--- config.mk ---
export PLATFORM = sky130hd
export DESIGN_NAME = apb_master_bridge
export DESIGN_NICKNAME = d
export VERILOG_FILES = /design/src/rtl/apb_master_bridge.sv
export SDC_FILE = /design/constraint.sdc
export NUM_CORES = 1
export LEC_CHECK = 0
export BUFFER_PORTS_ARGS = -buffer_cell sky130_fd_sc_hd__buf_4
export CAP_MARGIN = 40
export CORE_ASPECT_RATIO = 1.5
export CORE_MARGIN = 2
export CORE_UTILIZATION = 31
export CTS_CLUSTER_DIAMETER = 100
export DETAILED_ROUTE_END_ITERATION = 12
export PLACE_DENSITY = 0.63
export SYNTH_ARGS = -nofsm -noshare
export SYNTH_HDL_FRONTEND = slang
export SYNTH_SLANG_ARGS = --single-unit
--- constraint.sdc ---
create_clock -name PCLK -period 2.4 [get_ports PCLK]
set_input_delay 0.12 -clock PCLK [delete_from_list [all_inputs] [get_ports PCLK]]
set_output_delay 0.12 -clock PCLK [all_outputs]
set_load 0.03 [all_outputs]
--- src/rtl/apb_master_bridge.sv ---
`default_nettype none
// ============================================================================
// Module      : apb_master_bridge
// Description : Single-outstanding APB requester driven by a cmd/rsp handshake.
// Revision    : 1.0
// ============================================================================
module apb_master_bridge #(
    parameter int APB_ADDR_WIDTH = 8,
    parameter int APB_DATA_WIDTH = 8,
    parameter int TIMEOUT_CYCLES = 16
) (
    input  logic                      PCLK,
    input  logic                      PRESET,
    input  logic                      cmd_valid,
    output logic                      cmd_ready,
    input  logic                      cmd_write,
    input  logic [APB_ADDR_WIDTH-1:0] cmd_addr,
    input  logic [APB_DATA_WIDTH-1:0] cmd_wdata,
    output logic                      rsp_valid,
    input  logic                      rsp_ready,
    output logic [APB_DATA_WIDTH-1:0] rsp_rdata,
    output logic                      rsp_err,
    output logic                      rsp_timeout,
    output logic                      busy,
    output logic                      PSEL,
    output logic                      PENABLE,
    output logic                      PWRITE,
    output logic [APB_ADDR_WIDTH-1:0] PADDR,
    output logic [APB_DATA_WIDTH-1:0] PWDATA,
    input  logic [APB_DATA_WIDTH-1:0] PRDATA,
    input  logic                      PREADY,
    input  logic                      PSLVERR
);

    typedef enum logic [1:0] {
        S_IDLE   = 2'd0,
        S_SETUP  = 2'd1,
        S_ACCESS = 2'd2,
        S_RESP   = 2'd3
    } state_t;

    // Counter is wide enough for TIMEOUT_CYCLES; at least one bit when disabled.
    localparam int c_CW      = (TIMEOUT_CYCLES > 0) ? $clog2(TIMEOUT_CYCLES + 1) : 1;
    localparam int c_TO_LAST = (TIMEOUT_CYCLES > 0) ? TIMEOUT_CYCLES - 1 : 0;
    localparam bit c_TO_EN   = (TIMEOUT_CYCLES > 0);

    state_t                      r_state;
    logic [c_CW-1:0]             r_wait;
    logic                        r_psel;
    logic                        r_penable;
    logic                        r_pwrite;
    logic [APB_ADDR_WIDTH-1:0]   r_paddr;
    logic [APB_DATA_WIDTH-1:0]   r_pwdata;
    logic                        r_rsp_valid;
    logic [APB_DATA_WIDTH-1:0]   r_rsp_rdata;
    logic                        r_rsp_err;
    logic                        r_rsp_timeout;

    logic                        w_timeout_hit;
    logic                        w_wait_sat;

    assign w_timeout_hit = c_TO_EN && (r_wait == c_CW'(c_TO_LAST));
    assign w_wait_sat    = (r_wait == {c_CW{1'b1}});

    always_ff @(posedge PCLK) begin
        if (PRESET) begin
            r_state       <= S_IDLE;
            r_wait        <= '0;
            r_psel        <= 1'b0;
            r_penable     <= 1'b0;
            r_pwrite      <= 1'b0;
            r_paddr       <= '0;
            r_pwdata      <= '0;
            r_rsp_valid   <= 1'b0;
            r_rsp_rdata   <= '0;
            r_rsp_err     <= 1'b0;
            r_rsp_timeout <= 1'b0;
        end else begin
            case (r_state)
                S_IDLE: begin
                    if (cmd_valid) begin
                        r_pwrite <= cmd_write;
                        r_paddr  <= cmd_addr;
                        r_pwdata <= cmd_wdata;
                        r_psel   <= 1'b1;
                        r_state  <= S_SETUP;
                    end
                end
                S_SETUP: begin
                    r_penable <= 1'b1;
                    r_wait    <= '0;
                    r_state   <= S_ACCESS;
                end
                S_ACCESS: begin
                    // A ready slave wins over a timeout expiring on the same edge.
                    if (PREADY) begin
                        r_rsp_rdata   <= r_pwrite ? '0 : PRDATA;
                        r_rsp_err     <= PSLVERR;
                        r_rsp_timeout <= 1'b0;
                        r_psel        <= 1'b0;
                        r_penable     <= 1'b0;
                        r_rsp_valid   <= 1'b1;
                        r_state       <= S_RESP;
                    end else if (w_timeout_hit) begin
                        r_rsp_rdata   <= '0;
                        r_rsp_err     <= 1'b1;
                        r_rsp_timeout <= 1'b1;
                        r_psel        <= 1'b0;
                        r_penable     <= 1'b0;
                        r_rsp_valid   <= 1'b1;
                        r_state       <= S_RESP;
                    end else if (!w_wait_sat) begin
                        r_wait <= r_wait + c_CW'(1);
                    end
                end
                S_RESP: begin
                    if (rsp_ready) begin
                        r_rsp_valid <= 1'b0;
                        r_state     <= S_IDLE;
                    end
                end
                default: r_state <= S_IDLE;
            endcase
        end
    end

    assign cmd_ready   = (r_state == S_IDLE);
    assign busy        = (r_state != S_IDLE);
    assign PSEL        = r_psel;
    assign PENABLE     = r_penable;
    assign PWRITE      = r_pwrite;
    assign PADDR       = r_paddr;
    assign PWDATA      = r_pwdata;
    assign rsp_valid   = r_rsp_valid;
    assign rsp_rdata   = r_rsp_rdata;
    assign rsp_err     = r_rsp_err;
    assign rsp_timeout = r_rsp_timeout;

endmodule
`default_nettype wire

==> Word level (Yosys, flattened, before mapping) <==
Cells that the tools add are included.
{ "totals": {"reg_bits": 37, "input_bits": 31, "output_inout_bits": 32, "word_cells": 59} }
{ "op_classes": {"addsub": 1, "n_eq_ne": 11, "mux": 23, "n_reduce_logical": 13} }
{ "ops": {"columns": ["op", "count"], "rows": [
  ["$mux 8", 3],
  ["$mux 5", 3],
  ["$ne 2x2->1 const B", 5],
  ["$pmux 5 s2", 1],
  ["$reduce_bool 2->1", 5],
  ["$reduce_and 3->1", 3],
  ["$mux 1", 8],
  ["$mux 2", 4],
  ["$pmux 2 s4", 1],
  ["$pmux 1 s2", 3],
  ["$reduce_and 2->1", 3],
  ["$add 5x1->5 const B", 1],
  ["$eq 5x4->1 const B", 1],
  ["$eq 5x5->1 const B", 1],
  ["$eq 2x2->1 const B", 2],
  ["$reduce_and 4->1", 1],
  ["$ne 3x3->1 const B", 1],
  ["$eq 2x1->1 const B", 1],
  ["$logic_not 2->1", 1]
]} }

==> Longest topological paths before layout <==
{ "logic_depth": {"depth_word": 5, "depth_mapped": 7, "depth_no_buf": 6} }

==> Worst setup path after synthesis <==
OpenSTA, ideal clock, no wires.
{ "synth_timing": {"path_kind": "reg-to-reg", "startpoint": "register r_wait[0]", "endpoint": "register r_wait[2]", "setup_ns": 0.074, "arrival_time_ns": 2.012, "setup_slack_ns": 0.314, "stages_incl_launch_ff": 8, "path_buffers": 1, "synth_period_minus_slack_ns": 2.086, "path_cell_list": "dfxtp_1 ha_1 and3_1 ha_1 or4b_1 clkbuf_2 or3_1 a31oi_1"} }
{ "synth_between": {"elab_chain_cells": 5} }
{ "synth_rtl": {"columns": ["element", "line", "text"], "rows": [
  ["start, declared", "48", "logic [c_CW-1:0] r_wait;"],
  ["start signal, assigned", "113", "r_wait <= r_wait + c_CW'(1);"],
  ["$add 5x1->5", "113", null],
  ["$mux 5", "112", "end else if (!w_wait_sat) begin"],
  ["$mux 5", "104", "end else if (w_timeout_hit) begin"],
  ["$mux 5", "96", "if (PREADY) begin"],
  ["$pmux 5 s2", "79", "case (r_state)"]
]} }
Several ways; a longest one is shown, not always the timed one. The select of a mux whose other input is x is not followed.
A chain may end at the register's enable or synchronous reset.

==> Worst setup path in the final report <==
Ends and elaborated chain as after synthesis.

==> results.py <==
metrics = {
    "setup_path": {
        "cp_slowest_cell": "or4b_1",
        "slowest_delay_ns": 0.66,
        "required_ns": 2.62,
        "crit_top_cell": "ha_1",
        "path_cells": "ha_1 > and3_1 > ha_1 > or4b_1 > or3_1 > a31oi_1",
        "critPathKind": "reg -> reg",
        "path_max_fanout": 7,
        "startpoint_type": "register",
        "cp-end-kind": "register",
        "cp.arrival_ns": 2.44,
    },
    "floorplan": {
        "rows": 31,
        "start_util_pct": 32.0,
        "dieArea_um2": 5550,
        "die-height_um": 90.3,
        "core_area_um2": 4810,
        "die_w_um": 61.5,
        "ioPinCount": 63,
    },
    "sta": {
        "max_slew_margin_pct": 54.4,
        "setup_viol": 0,
        "skew_ns": 0.00438,
        "max_freq_mhz": 451,
        "rsz0062_at_grt": "no",
        "tightest_slew_ns": 0.683,
        "hold_viol": 0,
        "timing.final.crit_share_pct": 92.5,
        "fin_tns_setup_ns": 0,
        "fin_hold_ws_ns": 0.0234,
        "period_needed_ns": 2.22,
        "drv_slew": 0,
    },
    "detailed_routing": {
        "dr.pass1.iters": 4,
        "wl_per_cell_um": 11.7,
        "vias": 1487,
        "ant_nets": 0,
        "drt-initial-drc-count": 36,
        "remaining_drc_errors": 0,
        "avgViaCountPerCell": 4.69,
        "routed_wl_mm": 3.72,
    },
    "logic_synthesis": {
        "synth_most_common_cell": "nand2_1",
        "yosys-top-cells-count": "47 x nand2_1, 37 x dfxtp_1, 33 x a21oi_1, 13 x nand3_1",
        "synth_cell_type_count": 31,
        "synth_seq_cells": 37,
        "syn_area_per_cell_um2": 8.14,
        "yosysTopAreaCellShare_pct": 48.2,
        "ys_warn_count": 0,
        "synth_seq_area_share_pct": 48.2,
        "syn_inst": 189,
        "synth-main-ff-cell": "dfxtp_1",
        "synth_edf_count": 0,
        "netlist_area_um2": 1540,
        "syn_nets": 228,
        "async_flop_share_pct": 0,
        "synth_top_area_cell": "dfxtp_1",
        "synth.area.top_cells": "dfxtp_1 48%, nand2_1 11%, a21oi_1 11%",
    },
    "cts": {
        "clk_path_buf_depth": 2,
        "htree_levels": 2,
        "cts_resized": 0,
        "hold_buffers": 0,
        "clock_sinks": 37,
        "clock_latency_ns": 0.29,
        "tritoncts": "done",
        "cts_setup_buffers": 0,
        "numCtsBuffers": 5,
        "clkTransAtPathRegs_ns": 0.08,
        "root_buffer": "clkbuf_8",
    },
    "placed_design": {
        "place_inst": 309,
        "gp_congestion": 0.678,
        "place_area_um2": 2070,
        "port_buffers": 62,
        "post-dp-hpwl_mm": 2.69,
    },
    "grt": {
        "grt-ovfl-total": 0,
        "grt_max_degree": 38,
        "grt_first_pass_wirelength_mm": 6.08,
        "grt_pass1_vias": 1384,
        "grt_usage_pct": 14.2,
        "antenna_found_initial": 0,
    },
    "power_and_ir_drop": {
        "p_leak_nw": 0.903,
        "vdd_drop_max_mv": 0.304,
        "power.total_mw": 2.05,
        "powerDensity_nw_per_um2": 950,
    },
    "layout": {
        "diodes": 0,
        "fin_nets": 289,
        "finalInstanceArea_um2": 2160,
        "area_growth_pct": 40.3,
        "drive_gt1_share_pct": 29.9,
        "final_cells": 317,
    },
    "run_status": {
        "run_status": "complete, no violations",
    },
    "worst_hold_path": {
        "hold_class": "in -> reg",
    },
    "run": {
        "cap_violations": 0,
    },
}
state kept, by name (all words and copies together) (netlist names):
name         count
PADDR            8
PENABLE          1
PSEL             1
PWDATA           8
PWRITE           1
r_state          2
r_wait           5
rsp_err          1
rsp_rdata        8
rsp_timeout      1
rsp_valid        1
placed cells by master (no fill, tap or decap), drive strengths merged, types with 2 or more instances in the layout:
cell type  Yosys  layout
ha             8       8
nand2b         5       5
clkinvlp       0       3
o21ai          2       2
nor2b          2       2
dfxtp         37      37
a21oi         33      33
buf            2      65
nor3           2       2
a31oi          3       3
nor4b          2       2
nor2           2       2
nand3         13      13
inv            7       7
clkbuf         9       5
nand2         47      47
and3           2       2
power breakdown:
part | leakage, nW | internal, mW | switching (mW) | total, mW
Combinational | 0.565 | 0.312 | 0.535 | 0.848
Clock | 0.0364 | 0.204 | 0.237 | 0.440
Sequential | 0.302 | 0.708 | 0.0544 | 0.762
stage by stage:
step / worst slack, ns / util, %
final: 0.181 / 44.8
after detailed placement: 0.185 / 43.0
after floorplan: 0.314 / -
after global routing: 0.0685 / 44.8
after global placement: 0.241 / 43.0
after CTS: 0.171 / 44.8
routing by layer:
| layer | GRT usage [%] | routed length (um) | up-vias |
|---|---|---|---|
| met5 | 0 | 0 | - |
| met2 | 25.7 | 2030 | 42 |
| met1 | 14.9 | 1420 | 678 |
| met3 | 3.87 | 210 | 5 |
| met4 | 4.79 | 58 | 0 |
| li1 | - | - | 762 |
layout make-up:
type,count,area (um2)
inverter,7,26.3
clock inverter,3,22.5
sequential,37,741
multi-input combinational,134,728
clock buffer,5,68.8
tap,66,82.6
timing repair buffer,65,488
fill,501,2650
worst max-delay path, delay by kind of cell, from the launching register on:
kind            cells  cell delay, ns
fa+ha+maj           2            0.45
simple gates        3            1.21
flops               1            0.33
compound gates      1            0.16
cells by family (layout without fill, tap and decap cells):
logic type,after synthesis,after routing,share of synthesized area [%]
AO/OA/AOI/OAI,44,44,15.7
adder cells (fa/ha/maj),8,8,6.51
buffers and inverters,18,80,4.48
flip-flops,37,37,48.2
AND/OR/NAND/NOR,82,82,25.1
path summary, 6_finish.rpt:
| kind | slack (ns) | from | cells past startpoint | end |
|---|---|---|---|---|
| setup / recovery | 0.18 | r_wait[0] | 6 | r_wait[2] |
| hold / removal | 0.02 | rsp_ready | 2 | rsp_valid |
| setup reg to reg | 0.18 | r_wait[0] | 6 | r_wait[2] |
| hold reg to reg | 0.45 | rsp_rdata[1] | 2 | rsp_rdata[1] |
Note: power is estimated with default switching activity, not from simulation.
